$ cat config.mk
export PLATFORM = sky130hd
export DESIGN_NAME = data_assembler
export DESIGN_NICKNAME = d
export VERILOG_FILES = /design/src/rtl/data_assembler.sv
export SDC_FILE = /design/constraint.sdc
export NUM_CORES = 1
export LEC_CHECK = 0
export ABC_CLOCK_PERIOD_IN_PS = 2630
export BUFFER_PORTS_ARGS = -buffer_cell sky130_fd_sc_hd__buf_2
export CORE_UTILIZATION = 40
export CTS_CLUSTER_SIZE = 16
export DETAILED_ROUTE_END_ITERATION = 10
export HOLD_SLACK_MARGIN = 0.12
export PLACE_DENSITY_LB_ADDON = 0.08
export SLEW_MARGIN = 5
export SYNTH_ARGS = -nofsm -noshare
export SYNTH_HDL_FRONTEND = slang
export SYNTH_SLANG_ARGS = --single-unit
export TNS_END_PERCENT = 100
$ cat constraint.sdc
create_clock -name clk -period 2.63 [get_ports clk]
set_input_delay 0.789 -clock clk [delete_from_list [all_inputs] [get_ports clk]]
set_output_delay 0.789 -clock clk [all_outputs]
set_load 0.03 [all_outputs]
$ cat src/rtl/data_assembler.sv
// data_assembler: packs UART RX bytes into one DATA_WIDTH line, then holds a L2 write until ack.
// Optional partial-line timeout enabled by defining DATA_ASSEMBLER_TIMEOUT_EN.
module data_assembler #(
  parameter int DATA_WIDTH  = 512,
  parameter int TIMEOUT_CYC = 1000000
) (
  input  logic                               clk,
  input  logic                               rstn,
  input  logic [7:0]                         data_i,
  input  logic                               valid_i,
  output logic [DATA_WIDTH-1:0]              data_o,
  output logic                               write_o,
  input  logic                               ack_i,
  output logic [$clog2(DATA_WIDTH/8)-1:0]    byte_cnt_o,
  output logic                               busy_o,
  output logic                               overflow_o,
  output logic [15:0]                        lines_o,
  output logic                               timeout_o
);

  localparam int NUM_BYTES = DATA_WIDTH / 8;
  localparam int CW        = $clog2(NUM_BYTES);
  localparam logic [CW-1:0] LAST = CW'(NUM_BYTES - 1);

  typedef enum logic {
    COLLECT = 1'b0,
    REQ     = 1'b1
  } state_t;

  state_t                  state_q, state_d;
  logic [DATA_WIDTH-1:0]   line_q;
  logic [CW-1:0]           cnt_q;
  logic                    ovf_q;
  logic [15:0]             lines_q;
  logic                    tmo_q;
  logic                    accept;
  logic                    drop;
  logic                    done;
  logic                    tmo_hit;

  // state register
  always_ff @(posedge clk or negedge rstn) begin
    if (!rstn) state_q <= COLLECT;
    else       state_q <= state_d;
  end

  // next state and per-cycle byte/ack decisions
  always_comb begin
    state_d = state_q;
    accept  = 1'b0;
    drop    = 1'b0;
    done    = 1'b0;
    case (state_q)
      COLLECT: begin
        accept = valid_i;
        if (valid_i && cnt_q == LAST) state_d = REQ;
      end
      REQ: begin
        if (ack_i) begin
          done    = 1'b1;
          accept  = valid_i;
          state_d = COLLECT;
        end else begin
          drop = valid_i;
        end
      end
      default: state_d = COLLECT;
    endcase
  end

`ifdef DATA_ASSEMBLER_TIMEOUT_EN
  localparam int TW = $clog2(TIMEOUT_CYC + 1);

  logic [TW-1:0] idle_q;
  logic          idle_run;

  assign idle_run = (state_q == COLLECT) && (cnt_q != '0) && !valid_i;
  assign tmo_hit  = idle_run && (idle_q == TW'(TIMEOUT_CYC - 1));

  // idle cycle counter for a stalled partial line
  always_ff @(posedge clk or negedge rstn) begin
    if (!rstn)                   idle_q <= '0;
    else if (!idle_run || tmo_hit) idle_q <= '0;
    else                         idle_q <= idle_q + TW'(1);
  end
`else
  assign tmo_hit = 1'b0;
`endif

  // line shift register, byte count and status
  always_ff @(posedge clk or negedge rstn) begin
    if (!rstn) begin
      line_q  <= '0;
      cnt_q   <= '0;
      ovf_q   <= 1'b0;
      lines_q <= '0;
      tmo_q   <= 1'b0;
    end else begin
      if (accept) begin
        line_q <= {line_q[DATA_WIDTH-9:0], data_i};
        if (state_q == REQ)  cnt_q <= CW'(1);
        else if (cnt_q == LAST) cnt_q <= '0;
        else                 cnt_q <= cnt_q + CW'(1);
      end else if (tmo_hit) begin
        line_q <= '0;
        cnt_q  <= '0;
      end
      if (drop) ovf_q   <= 1'b1;
      if (done) lines_q <= lines_q + 16'd1;
      tmo_q <= tmo_hit;
    end
  end

  assign data_o     = line_q;
  assign write_o    = (state_q == REQ);
  assign busy_o     = (state_q == REQ);
  assign byte_cnt_o = cnt_q;
  assign overflow_o = ovf_q;
  assign lines_o    = lines_q;
  assign timeout_o  = tmo_q;

endmodule

# Yosys cells after proc, flatten, opt, wreduce, memory -nomap -nowiden
# Cells that the tools add are included.
[word_totals]
inputBits = 12
reg_bits = 536
wordCells = 21
out_inout_bits = 538
[op_classes]
addsub = 2
reduce_logical = 1
mux = 11
bitwise_logic = 1
eq_ne = 1
[ops]
columns = ["op", "count"]
rows = [
  ["adder 16 x 1 -> 16 bit, second input constant", 1],
  ["2-to-1 mux 6 bit", 2],
  ["2-to-1 mux 1 bit", 7],
  ["adder 6 x 1 -> 6 bit, second input constant", 1],
  ["equality test 6 bit, second input constant", 1],
  ["one-hot mux 1 bit (2 select lines)", 2],
  ["logical AND 1 bit", 1],
  ["inverter 1 bit", 1],
]

# Logic depth before layout (Yosys ltp)
# Gate-level depths: netlist of run 1.
[depth]
ltp_word = 4
ltp_mapped = 7
depth_no_buf = 5

# Least setup slack after synthesis of run 1
# OpenSTA, ideal clock, no wires.
[synth_path]
path_type = "input -> register"
start = "input ack_i"
end = "register line_q[100] (netlist: data_o[100])"
setup_ns = 0.118
path_buffers = 3
path_stages = 7
slack_ns = 0.864
required_time_ns = 2.512
arrival_time_ns = 1.648
path_cell_list = "nand2b_2 > and2_1 > buf_6 > buf_8 > buf_6 > nand2_1 > nand2_1"
[synth_between]
elab_chain_cells = 2
[synth_rtl]
columns = ["item", "line_no", "rtl"]
rows = [
  ["start: declaration", "13", "input logic ack_i,"],
  ["2-to-1 mux 1 bit", "59", "if (ack_i) begin"],
  ["one-hot mux 1 bit (2 select lines)", "53", "case (state_q)"],
  ["end signal: assignment", "100", "line_q <= {line_q[DATA_WIDTH-9:0], data_i};"],
  ["end: declaration", "31", "logic [DATA_WIDTH-1:0] line_q;"],
]
# No other way between the ends.
# A chain may end at the register's enable or synchronous reset.

# Worst setup path after layout of run 1
[layout_path]
start = "register state_q (netlist: busy_o)"
end = "output write_o"
[layout_rtl]
columns = ["item", "line_no", "rtl"]
rows = [
  ["start: declaration", "30", "state_t state_q, state_d;"],
  ["start signal: assignment", "44", "else state_q <= state_d;"],
  ["end: declaration", "12", "output logic write_o,"],
]
# No word-level cell between the ends.

==> reports/summary.json, run 1 <==
{
  "cts_tree": "done",
  "p_seq_share_pct": 45.6,
  "cts.sinks": 536,
  "outcome": "finished, final reports clean",
  "first_pass_grt_wire_length_mm": 96.59,
  "dr_vias_cell": 4.689,
  "antenna_violating_nets_post_route": 0,
  "syn-num-nets": 2276,
  "finalSetupViolations": 0,
  "timing.critical_path.slowest_stage_cell": "sky130_fd_sc_hd__dfrtp_1",
  "detailedPlacementHpwl_mm": 44.57,
  "antenna_violations_before_repair": 1,
  "internal_power_uw": 14420,
  "timing.critical_path.arrival_ns": 1.37,
  "relSlewSlack_pct": 61.15,
  "ys_seq_area_share_pct": 65.27,
  "clock_power_share_pct": 38.9,
  "timing.critical_path.from_type": "flop",
  "total_power_uw": 20730,
  "total_of_warnings_raised_by_yosys": 0,
  "r2r.worst_path.cells": 5,
  "max_slew.worst_pin.slew_ns": 0.5828,
  "drt-total-wl_mm": 61.65,
  "max_stage_delay_ns": 0.51,
  "first_global_vias": 16294,
  "fin_crit_sh_pct": 82.27,
  "total_cts_buffers": 57,
  "startpoint": "busy_o",
  "num-nets-final": 2827,
  "finalHoldViolCount": 0,
  "multi_input_gate_area_in_the_final_layout_mm2": 0.006255,
  "skew_ns": 0.01604,
  "r2r_start": "busy_o",
  "final.setup.worst_slack_ns": 0.4662,
  "drt_iter0_markers": 1151,
  "cts.htree.levels": 2,
  "grt.overflow.total": 0,
  "final_layout_size_suffix_gt1_share_pct": 24.59,
  "worstPathCellList": "buf_2",
  "flow.area_growth_from_synthesis_pct": 26.37,
  "clkLatencyLatePin_ns": 0.61,
  "top_level_ports": 550,
  "crit_type": "flop to output pin",
  "crit_cells": 1,
  "grt_usage_pct": 23.67,
  "wl_per_cell_um": 17.45,
  "place.gp.congestion": 0.8569,
  "floorplan.initialDensity_pct": 40.79,
  "net-switching-power_uw": 6302,
  "die_height_um": 228.7,
  "totalNegativeSetupSlack_ns": 0,
  "path_clk_slew_ns": 0.06,
  "finalWorstPathRequiredPeriod_ns": 2.164,
  "power_switching_share_pct": 30.41,
  "number_of_buffers_and_inverters_on_the_critical_path": 1,
  "grt_setup_unrepaired": "false",
  "core_region_area_mm2": 0.05038,
  "ys_seq_elements": 536,
  "timing.critical_path.to_type": "output pin",
  "vdd_ir_drop_max_v": 0.0005279,
  "postCtsSetupRepairBufs": 0,
  "die_width_um": 228.7,
  "grt_max_degree": 103,
  "critical-path-top-delay-family": "flip-flops",
  "rows": 82,
  "drt_drc_violations_left": 0,
  "post-place-ws_ns": 0.4948,
  "pwr-share-comb_pct": 15.5,
  "ys_types": 29,
  "worstHoldPathType": "primary input to flop",
  "firstDrtPassIters": 5,
  "filler_cell_count_in_the_final_layout": 4872,
  "max_freq_ghz": 0.4622,
  "finalCoreUtilization_pct": 51.54,
  "pwr_density_cell_mw_per_mm2": 798.2,
  "synthesis.instances": 2262,
  "placement.io_buffers": 548,
  "detailroute.via_count": 16560,
  "die_area_mm2": 0.05228,
  "reg2reg_slack_ns": 0.92,
  "endpoint": "write_o",
  "leakage_uw": 0.01609,
  "max-cap-violations": 0,
  "leading_cell_type_in_the_layout_fill_and_taps_excluded": "sky130_fd_sc_hd__nand2_1",
  "syn_avg_cell_area_um2": 9.084,
  "ctsRootBufferMaster": "sky130_fd_sc_hd__clkbuf_16",
  "timing.final.max_slew_violations": 0,
  "max-clock-path-buffers": 3,
  "ff_latch_area_mm2": 0.01341,
  "cp_data_required_time_ns": 1.84,
  "critical_path_peak_fanout": 8,
  "regToRegEndpoint": "data_o[389]",
  "mostFrequentLayoutCells": "1547 x sky130_fd_sc_hd__nand2_1, 547 x sky130_fd_sc_hd__buf_2, 536 x sky130_fd_sc_hd__dfrtp_1, 57 x sky130_fd_sc_hd__clkbuf_16, 30 x sky130_fd_sc_hd__buf_4",
  "netlist_area_mm2": 0.02055
}
## worst min-delay path by stage
stage | startpoint | end | slack (ns) | cells after the start
detailed placement | data_o[508] | data_o[508] | 0.46 | 2
finish | data_i[1] | data_o[1] | 0.38 | 3
CTS | data_i[1] | data_o[1] | 0.34 | 3
global route | data_i[5] | data_o[5] | 0.37 | 3
global placement | data_o[505] | data_o[505] | 0.45 | 2
floorplan | rstn | busy_o | 0.49 | 0
## cells in the mapped netlist
cell                       instances  area share, %
sky130_fd_sc_hd__nand4_1           2          0.061
sky130_fd_sc_hd__a21oi_1           2          0.049
sky130_fd_sc_hd__a22o_1            1          0.043
sky130_fd_sc_hd__conb_1            1          0.018
sky130_fd_sc_hd__nor3_4            1          0.079
sky130_fd_sc_hd__o22a_1            1          0.043
sky130_fd_sc_hd__buf_4             7           0.26
sky130_fd_sc_hd__o21ai_0           5           0.12
sky130_fd_sc_hd__a31oi_1           3          0.091
sky130_fd_sc_hd__xnor2_1          13           0.55
sky130_fd_sc_hd__xor2_1            3           0.13
sky130_fd_sc_hd__nor2_1            5          0.091
sky130_fd_sc_hd__buf_6            41            2.2
sky130_fd_sc_hd__o21bai_1          1          0.037
sky130_fd_sc_hd__nand2b_2          1          0.043
sky130_fd_sc_hd__and2_1            4           0.12
sky130_fd_sc_hd__buf_2            58            1.4
sky130_fd_sc_hd__and4_1            4           0.17
sky130_fd_sc_hd__dfrtp_1         536             65
sky130_fd_sc_hd__nand2_1        1548             28
sky130_fd_sc_hd__mux2_2            1          0.055
sky130_fd_sc_hd__and3_1            1          0.030
sky130_fd_sc_hd__inv_1             1          0.018
sky130_fd_sc_hd__ha_1              2           0.12
sky130_fd_sc_hd__nand2b_1          1          0.030
sky130_fd_sc_hd__buf_8             4           0.29
sky130_fd_sc_hd__nand2_2           1          0.030
sky130_fd_sc_hd__nand3_1           8           0.19
sky130_fd_sc_hd__clkbuf_1          6           0.11
## worst register-to-register path: stages (launching register included)
cell and delay, ns:
sky130_fd_sc_hd__dfrtp_1 0.48, sky130_fd_sc_hd__nand2b_2 0.18, sky130_fd_sc_hd__and2_4 0.35, sky130_fd_sc_hd__buf_12 0.35, sky130_fd_sc_hd__nand2_1 0.20, sky130_fd_sc_hd__nand2_1 0.07
## repair_timing
action,in CTS,in global routing
setup endpoints to repair,0,0
hold buffers,1,0
hold endpoints to repair,28,0
gates resized for setup,0,0
## metal layers
layer	global-route usage (%)	part of all wire [%]	routed length, um	vias to the layer above
met5	0	0	0	-
met4	8.452	3.1	1895	0
met3	7.273	7.8	4809	106
met2	37.71	47	29130	433
met1	30.46	42	25820	8086
li1	-	-	-	7935
## area by class of cell
class	instances	area share, %
Clock inverter	19	0.7999
Multi-Input combinational cell	1609	24.09
Inverter	1	0.01446
Clock buffer	86	6.452
Antenna cell	1	0.009637
Timing Repair Buffer	608	13.74
Sequential cell	536	51.66
Tap cell	672	3.238
## power by group through the flow
stage | Sequential (uW) | Combinational [uW] | Clock (uW)
after floorplan | 10700 | 769 | 0
after global placement | 9560 | 3250 | 0
after detailed placement | 9570 | 3280 | 0
after CTS | 9450 | 3270 | 8270
after global routing | 9540 | 3470 | 8620
final | 9440 | 3220 | 8060
## cell families after synthesis
group | Yosys count | share of synthesized area, %
xor+xnor | 16 | 0.6820
flops | 536 | 65.27
other cells | 1 | 0.01825
simple gates | 1576 | 29.13
mux | 1 | 0.05480
buf+inv | 117 | 4.335
compound gates | 13 | 0.3836
fa+ha+maj | 2 | 0.1218
## state kept, by name, indices dropped and copies added, names as in the netlist
register,flops
data_o,512
busy_o,1
lines_o,16
byte_cnt_o,6
overflow_o,1
## metrics by stage
| stage | instance area [um2] | cells | hold WS (ns) |
|---|---|---|---|
| after global routing | 25960 | 3531 | 0.3664 |
| after detailed placement | 24070 | 3425 | 0.4646 |
| final | 25970 | 3532 | 0.3768 |
| after floorplan | 20550 | 2262 | 0.4934 |
| after global placement | 24070 | 3425 | 0.4531 |
| after CTS | 25960 | 3531 | 0.3392 |
No activity file was read; power rests on OpenSTA's default activity.
==> inputs of run 2 (changes only) <==
- ABC_CLOCK_PERIOD_IN_PS: 2630 -> 2000
- clock period: 2.63 -> 2 ns (I/O delays scaled with it)
==> reports/summary.json, run 2 (synthesis results as in run 1) <==
{
  "top_usage_layer": "met2",
  "fin_crit_sh_pct": 96.52,
  "place.gp.congestion": {"value": 0.8485, "change": "-0.98%"},
  "timing.critical_path.from_type": "flop",
  "net-switching-power": {"value": 8236, "unit": "uW", "change": "+31%"},
  "totalNegativeSetupSlack": {"value": 0, "unit": "ns", "change": "unchanged"},
  "worstHoldPathType": "primary input to flop",
  "num-nets-final": {"value": 2840, "change": "+0.46%"},
  "p_seq_share": {"value": 45.9, "unit": "%", "change": "+0.3 points"},
  "critical-path-top-delay-family": "flip-flops",
  "cts.sinks": {"value": 536, "change": "unchanged"},
  "drt_iter0_markers": {"value": 997, "change": "-13%"},
  "path_clk_slew": {"value": 0.06, "unit": "ns", "change": "about the same"},
  "die_area": {"value": 0.05228, "unit": "mm2", "change": "unchanged"},
  "groute.layer.met3.usage": {"value": 6.986, "unit": "%", "change": "-0.29 points"},
  "placement.io_buffers": {"value": 548, "change": "unchanged"},
  "finalHoldViolCount": {"value": 0, "change": "unchanged"},
  "clock_power_share": {"value": 38.3, "unit": "%", "change": "-0.6 points"},
  "ctsRootBufferMaster": "sky130_fd_sc_hd__clkbuf_16",
  "core_region_area": {"value": 0.05038, "unit": "mm2", "change": "unchanged"},
  "skew": {"value": 0.01956, "unit": "ns", "change": "+0.003523 ns"},
  "critical_path_peak_fanout": {"value": 3, "change": "-5"},
  "timing.final.max_slew_violations": {"value": 0, "change": "unchanged"},
  "rows": {"value": 82, "change": "unchanged"},
  "drt-total-wl": {"value": 62.44, "unit": "mm", "change": "+1.3%"},
  "firstDrtPassIters": {"value": 5, "change": "unchanged"},
  "timing.critical_path.slowest_stage_cell": "sky130_fd_sc_hd__dfrtp_1",
  "cp_data_required_time": {"value": 1.40, "unit": "ns", "change": "-0.44 ns"},
  "grt_usage": {"value": 23.90, "unit": "%", "change": "+0.23 points"},
  "leading_cell_type_in_the_layout_fill_and_taps_excluded": "sky130_fd_sc_hd__nand2_1",
  "max-clock-path-buffers": {"value": 3, "change": "unchanged"},
  "fin_cells": {"value": 3541, "change": "+0.25%"},
  "wl_per_cell": {"value": 17.63, "unit": "um", "change": "+1.0%"},
  "grt_max_degree": {"value": 77, "change": "-25%"},
  "worstPathCellList": "buf_2",
  "max_slew.worst_pin.slew": {"value": 0.5639, "unit": "ns", "change": "-0.01892 ns"},
  "antenna_violations_before_repair": {"value": 1, "change": "unchanged"},
  "pwr_density_cell": {"value": 1036, "unit": "mW/mm2", "change": "+30%"},
  "first_global_vias": {"value": 16631, "change": "+2.1%"},
  "clkLatencyLatePin": {"value": 0.61, "unit": "ns", "change": "about the same"},
  "flow.area_growth_from_synthesis_pct": 27.21,
  "timing.critical_path.arrival": {"value": 1.33, "unit": "ns", "change": "-0.04 ns"},
  "leakage": {"value": 0.01618, "unit": "uW", "change": "+0.51%"},
  "pwr-share-comb": {"value": 15.8, "unit": "%", "change": "+0.3 points"},
  "antenna_violating_nets_post_route": {"value": 0, "change": "unchanged"},
  "first_pass_grt_wire_length": {"value": 97.84, "unit": "mm", "change": "+1.3%"},
  "relSlewSlack": {"value": 62.41, "unit": "%", "change": "+1.3 points"},
  "detailedPlacementHpwl": {"value": 45.29, "unit": "mm", "change": "+1.6%"},
  "final_layout_size_suffix_gt1_share": {"value": 24.85, "unit": "%", "change": "+0.26 points"},
  "detailroute.via_count": {"value": 16648, "change": "+0.53%"},
  "filler_cell_count_in_the_final_layout": {"value": 4796, "change": "-1.6%"},
  "internal_power": {"value": 18860, "unit": "uW", "change": "+31%"},
  "max_stage_delay": {"value": 0.45, "unit": "ns", "change": "-0.06 ns"},
  "max-cap-violations": {"value": 0, "change": "unchanged"},
  "placed_cells": {"value": 3439, "change": "+0.41%"},
  "max_freq_ghz": 0.5181,
  "cts.htree.levels": {"value": 2, "change": "unchanged"},
  "crit_type": "flop to output pin",
  "die_height": {"value": 228.7, "unit": "um", "change": "unchanged"},
  "met2_usage_in_global_routing": {"value": 38.86, "unit": "%", "change": "+1.1 points"},
  "vdd_ir_drop_max": {"value": 0.0006708, "unit": "V", "change": "+27%"},
  "outcome": "finished, final reports clean",
  "n_antenna_cell": {"value": 0, "change": "-1"},
  "finalSetupViolations": {"value": 0, "change": "unchanged"},
  "dr_vias_cell": {"value": 4.701, "change": "+0.28%"},
  "grt.overflow.total": {"value": 0, "change": "unchanged"},
  "top_level_ports": {"value": 550, "change": "unchanged"},
  "number_of_buffers_and_inverters_on_the_critical_path": {"value": 1, "change": "unchanged"},
  "timing.critical_path.to_type": "output pin",
  "postCtsSetupRepairBufs": {"value": 0, "change": "unchanged"},
  "die_width": {"value": 228.7, "unit": "um", "change": "unchanged"},
  "finalWorstPathRequiredPeriod_ns": 1.930,
  "drt_drc_violations_left": {"value": 0, "change": "unchanged"},
  "largest_register_ffs": {"value": 512, "change": "unchanged"},
  "total_cts_buffers": {"value": 56, "change": "-1.8%"},
  "power_switching_share": {"value": 30.40, "unit": "%", "change": "about the same"},
  "floorplan.initialDensity": {"value": 40.79, "unit": "%", "change": "unchanged"},
  "mostFrequentLayoutCells": "1547 x sky130_fd_sc_hd__nand2_1, 547 x sky130_fd_sc_hd__buf_2, 534 x sky130_fd_sc_hd__dfrtp_1, 57 x sky130_fd_sc_hd__clkbuf_16, 39 x sky130_fd_sc_hd__buf_12",
  "cts_tree": "done",
  "groute.layer.met1.usage": {"value": 30.80, "unit": "%", "change": "+0.33 points"},
  "grt_setup_unrepaired": "false"
}
## run 2: path summary, 6_finish.rpt
kind                              from          end  slack [ns]  depth (start not counted)
max                        data_o[221]  data_o[221]        0.07                          1
min                          data_i[5]    data_o[5]        0.20                          3
max reg2reg                     busy_o  data_o[174]        0.39                          6
min reg2reg                data_o[506]  data_o[506]        0.48                          2
max in group asynchronous         rstn   data_o[28]        0.76                          3
min in group asynchronous         rstn  data_o[284]        0.56                          2
## run 2: power groups by stage
stage / clock network (uW) / registers, uW / logic (uW)
2_1_floorplan: 0 / 14000 / 1010
3_3_place_gp: 0 / 12600 / 4320
3_5_place_dp: 0 / 12600 / 4340
4_1_cts: 10700 / 12400 / 4340
5_1_grt: 11000 / 12600 / 4610
6_report: 10400 / 12400 / 4280
## run 2: layout make-up
| type | instances | area (um2) | area share [%] |
|---|---|---|---|
| clock inverters | 13 | 142.6 | 0.5457 |
| clock buffers | 88 | 1683 | 6.438 |
| multi-input cells | 1609 | 6255 | 23.93 |
| flip-flops and latches | 536 | 13420 | 51.32 |
| repair buffers | 622 | 3799 | 14.53 |
| inverters | 1 | 3.754 | 0.01436 |
| well taps | 672 | 840.8 | 3.217 |
## run 2: what timing repair did
action                                  CTS  global route
hold buffers                              1             0
gates resized for setup                   2             0
endpoints found under the setup margin    3             0
endpoints found under the hold margin    13             0
## run 2: per-stage QoR
step	total power [uW]	setup slack, ns	util (%)	area [um2]	hold WS, ns
after floorplan	15060	0.4231	-	20550	0.3044
after global placement	16910	0.1091	48.24	24300	0.4567
after detailed placement	16960	0.06536	48.24	24300	0.4606
after CTS	27450	0.02673	51.89	26140	0.1553
after global routing	28220	0.01391	51.89	26140	0.1868
final	27090	0.06968	51.89	26140	0.1997
## run 2: metal layers
layer | wire length, um | share of wire [%] | vias up
li1 | - | - | 7949
met1 | 26400 | 42 | 8166
met2 | 29840 | 48 | 442
met3 | 4516 | 7.2 | 91
met4 | 1686 | 2.7 | 0
met5 | 0 | 0 | -
==> inputs of run 3 (changes only) <==
- PLACE_DENSITY_LB_ADDON: 0.08 -> 0.15
==> reports/summary.json, run 3 (synthesis results as in run 1) <==
{
  "r2r_start": "busy_o",
  "die_width": {"value": 228.7, "unit": "um", "change": "unchanged"},
  "top_usage_layer": "met2",
  "finalSetupViolations": {"value": 0, "change": "unchanged"},
  "cp_data_required_time": {"value": 1.40, "unit": "ns", "change": "about the same"},
  "antenna_violations_before_repair": {"value": 0, "change": "-1"},
  "post-place-ws": {"value": 0.1232, "unit": "ns", "change": "+0.05784 ns"},
  "placed_cells": {"value": 3436, "change": "-0.087%"},
  "num-nets-final": {"value": 2838, "change": "-0.070%"},
  "filler_cell_count_in_the_final_layout": {"value": 4807, "change": "+0.23%"},
  "core_region_area": {"value": 0.05038, "unit": "mm2", "change": "unchanged"},
  "launch_point_of_the_worst_hold_path": "data_i[0]",
  "fin_crit_sh": {"value": 96.50, "unit": "%", "change": "about the same"},
  "max_freq": {"value": 0.5181, "unit": "GHz", "change": "about the same"},
  "place.gp.congestion": {"value": 0.8653, "change": "+2.0%"},
  "timing.critical_path.from_type": "flop",
  "skew": {"value": 0.01497, "unit": "ns", "change": "-0.004587 ns"},
  "totalNegativeSetupSlack": {"value": 0, "unit": "ns", "change": "unchanged"},
  "cts_tree": "done",
  "placement.io_buffers": {"value": 548, "change": "unchanged"},
  "final_layout_size_suffix_gt1_share": {"value": 24.92, "unit": "%", "change": "+0.070 points"},
  "timing.critical_path.slowest_stage_cell": "sky130_fd_sc_hd__dfrtp_1",
  "wl_per_cell": {"value": 17.29, "unit": "um", "change": "-1.9%"},
  "finalHoldViolCount": {"value": 0, "change": "unchanged"},
  "finalWorstPathRequiredPeriod": {"value": 1.930, "unit": "ns", "change": "-0.0002799 ns"},
  "grt_setup_unrepaired": "false",
  "total_cts_buffers": {"value": 57, "change": "+1.8%"},
  "groute.layer.met3.usage": {"value": 6.300, "unit": "%", "change": "-0.69 points"},
  "vdd_ir_drop_max": {"value": 0.0006916, "unit": "V", "change": "+3.1%"},
  "flow.area_growth_from_synthesis_pct": 27.36,
  "top_level_ports": {"value": 550, "change": "unchanged"},
  "leakage": {"value": 0.01620, "unit": "uW", "change": "+0.12%"},
  "timing.critical_path.arrival": {"value": 1.33, "unit": "ns", "change": "about the same"},
  "groute.layer.met1.usage": {"value": 31.20, "unit": "%", "change": "+0.41 points"},
  "path_clk_slew": {"value": 0.06, "unit": "ns", "change": "about the same"},
  "cts.htree.levels": {"value": 2, "change": "unchanged"},
  "drt_drc_violations_left": {"value": 0, "change": "unchanged"},
  "grt_usage": {"value": 23.38, "unit": "%", "change": "-0.52 points"},
  "max-clock-path-buffers": {"value": 3, "change": "unchanged"},
  "cts.sinks": {"value": 536, "change": "unchanged"},
  "drt-total-wl": {"value": 61.23, "unit": "mm", "change": "-1.9%"},
  "drt_iter0_markers": {"value": 1252, "change": "+26%"},
  "floorplan.initialDensity": {"value": 40.79, "unit": "%", "change": "unchanged"},
  "met2_usage_in_global_routing": {"value": 37.22, "unit": "%", "change": "-1.6 points"},
  "fin_cells": {"value": 3541, "change": "unchanged"},
  "max_stage_delay": {"value": 0.44, "unit": "ns", "change": "about the same"},
  "dr_vias_cell": {"value": 4.680, "change": "-0.45%"},
  "final.setup.worst_slack": {"value": 0.06996, "unit": "ns", "change": "+0.0002799 ns"},
  "number_of_buffers_and_inverters_on_the_critical_path": {"value": 1, "change": "unchanged"},
  "crit_type": "flop to output pin",
  "grt.overflow.total": {"value": 0, "change": "unchanged"},
  "reg2reg_slack": {"value": 0.42, "unit": "ns", "change": "+0.03 ns"},
  "first_pass_grt_wire_length": {"value": 95.87, "unit": "mm", "change": "-2.0%"},
  "rows": {"value": 82, "change": "unchanged"},
  "outcome": "finished, final reports clean",
  "leading_cell_type_in_the_layout_fill_and_taps_excluded": "sky130_fd_sc_hd__nand2_1",
  "antenna_violating_nets_post_route": {"value": 0, "change": "unchanged"},
  "critical-path-top-delay-family": "flip-flops",
  "detailroute.via_count": {"value": 16573, "change": "-0.45%"},
  "clkLatencyLatePin": {"value": 0.61, "unit": "ns", "change": "about the same"},
  "detailedPlacementHpwl": {"value": 44.75, "unit": "mm", "change": "-1.2%"},
  "worstHoldPathType": "primary input to flop",
  "ctsRootBufferMaster": "sky130_fd_sc_hd__clkbuf_16",
  "mostFrequentLayoutCells": "1547 x sky130_fd_sc_hd__nand2_1, 547 x sky130_fd_sc_hd__buf_2, 535 x sky130_fd_sc_hd__dfrtp_1, 59 x sky130_fd_sc_hd__clkbuf_16, 39 x sky130_fd_sc_hd__buf_12",
  "timing.final.max_slew_violations": {"value": 0, "change": "unchanged"},
  "die_height": {"value": 228.7, "unit": "um", "change": "unchanged"},
  "n_antenna_cell": {"value": 0, "change": "unchanged"},
  "max-cap-violations": {"value": 0, "change": "unchanged"},
  "worstPathCellList": "buf_2",
  "grt_max_degree": {"value": 62, "change": "-19%"},
  "timing.critical_path.to_type": "output pin",
  "largest_register_ffs": {"value": 512, "change": "unchanged"},
  "pwr_density_cell": {"value": 1039, "unit": "mW/mm2", "change": "+0.29%"},
  "first_global_vias": {"value": 16231, "change": "-2.4%"},
  "die_area": {"value": 0.05228, "unit": "mm2", "change": "unchanged"},
  "critical_path_peak_fanout": {"value": 3, "change": "unchanged"},
  "firstDrtPassIters": {"value": 5, "change": "unchanged"},
  "startpoint": "data_o[435]"
}
run 3: cell count changes in the layout (fill, tap and decap cells not counted):
cell / delta
sky130_fd_sc_hd__inv_6: +1
sky130_fd_sc_hd__clkbuf_16: +2
sky130_fd_sc_hd__dfrtp_1: +1
sky130_fd_sc_hd__dfrtp_2: -1
sky130_fd_sc_hd__clkbuf_8: +5
sky130_fd_sc_hd__bufinv_16: -2
sky130_fd_sc_hd__buf_4: -3
sky130_fd_sc_hd__clkbuf_1: -3
run 3: timing repair:
| item | 4_1_cts | 5_1_grt |
|---|---|---|
| endpoints found under the hold margin | 23 | 0 |
| endpoints found under the setup margin | 2 | 0 |
| hold buffers | 1 | 0 |
| buffers inserted | 0 | 0 |
| gates resized for setup | 1 | 0 |
run 3: path summary, 6_finish.rpt:
kind,end,depth (start not counted)
max reg2reg,data_o[151],6
max in group asynchronous,data_o[240],4
min in group asynchronous,data_o[287],2
max,data_o[435],1
min reg2reg,data_o[504],2
min,data_o[0],3
run 3: cell type report:
class,count,area [um2],share of cell area (%)
multi-input cells,1609,6255,23.90
well taps,672,840.8,3.213
flip-flops and latches,536,13410,51.25
repair buffers,619,3776,14.43
inverters,1,3.754,0.01434
clock inverters,12,91.34,0.3490
clock buffers,92,1790,6.841
run 3: metal layers:
| metal | up-vias | share of wire, % | wire [um] |
|---|---|---|---|
| met5 | - | 0 | 0 |
| met3 | 85 | 7.3 | 4465 |
| met1 | 8082 | 43 | 26330 |
| met2 | 456 | 47 | 29060 |
| li1 | 7950 | - | - |
| met4 | 0 | 2.2 | 1374 |
run 3: metrics by stage:
step           total power (uW)  instance area (um2)  utilization, %  hold WS (ns)
6_report                  27210                26170           51.95        0.1867
5_1_grt                   28370                26170           51.95        0.1804
3_3_place_gp              16890                24280           48.19        0.4545
3_5_place_dp              16930                24280           48.19        0.4569
4_1_cts                   27540                26170           51.95        0.1503
2_1_floorplan             15060                20550               -        0.3044
run 3: power by group:
part | internal [uW] | leakage [uW] | switching (uW)
Combinational | 1080 | 0.00790 | 3190
Sequential | 11700 | 0.00736 | 777
Clock | 6210 | 0.000934 | 4300
Total | 18900 | 0.0162 | 8260
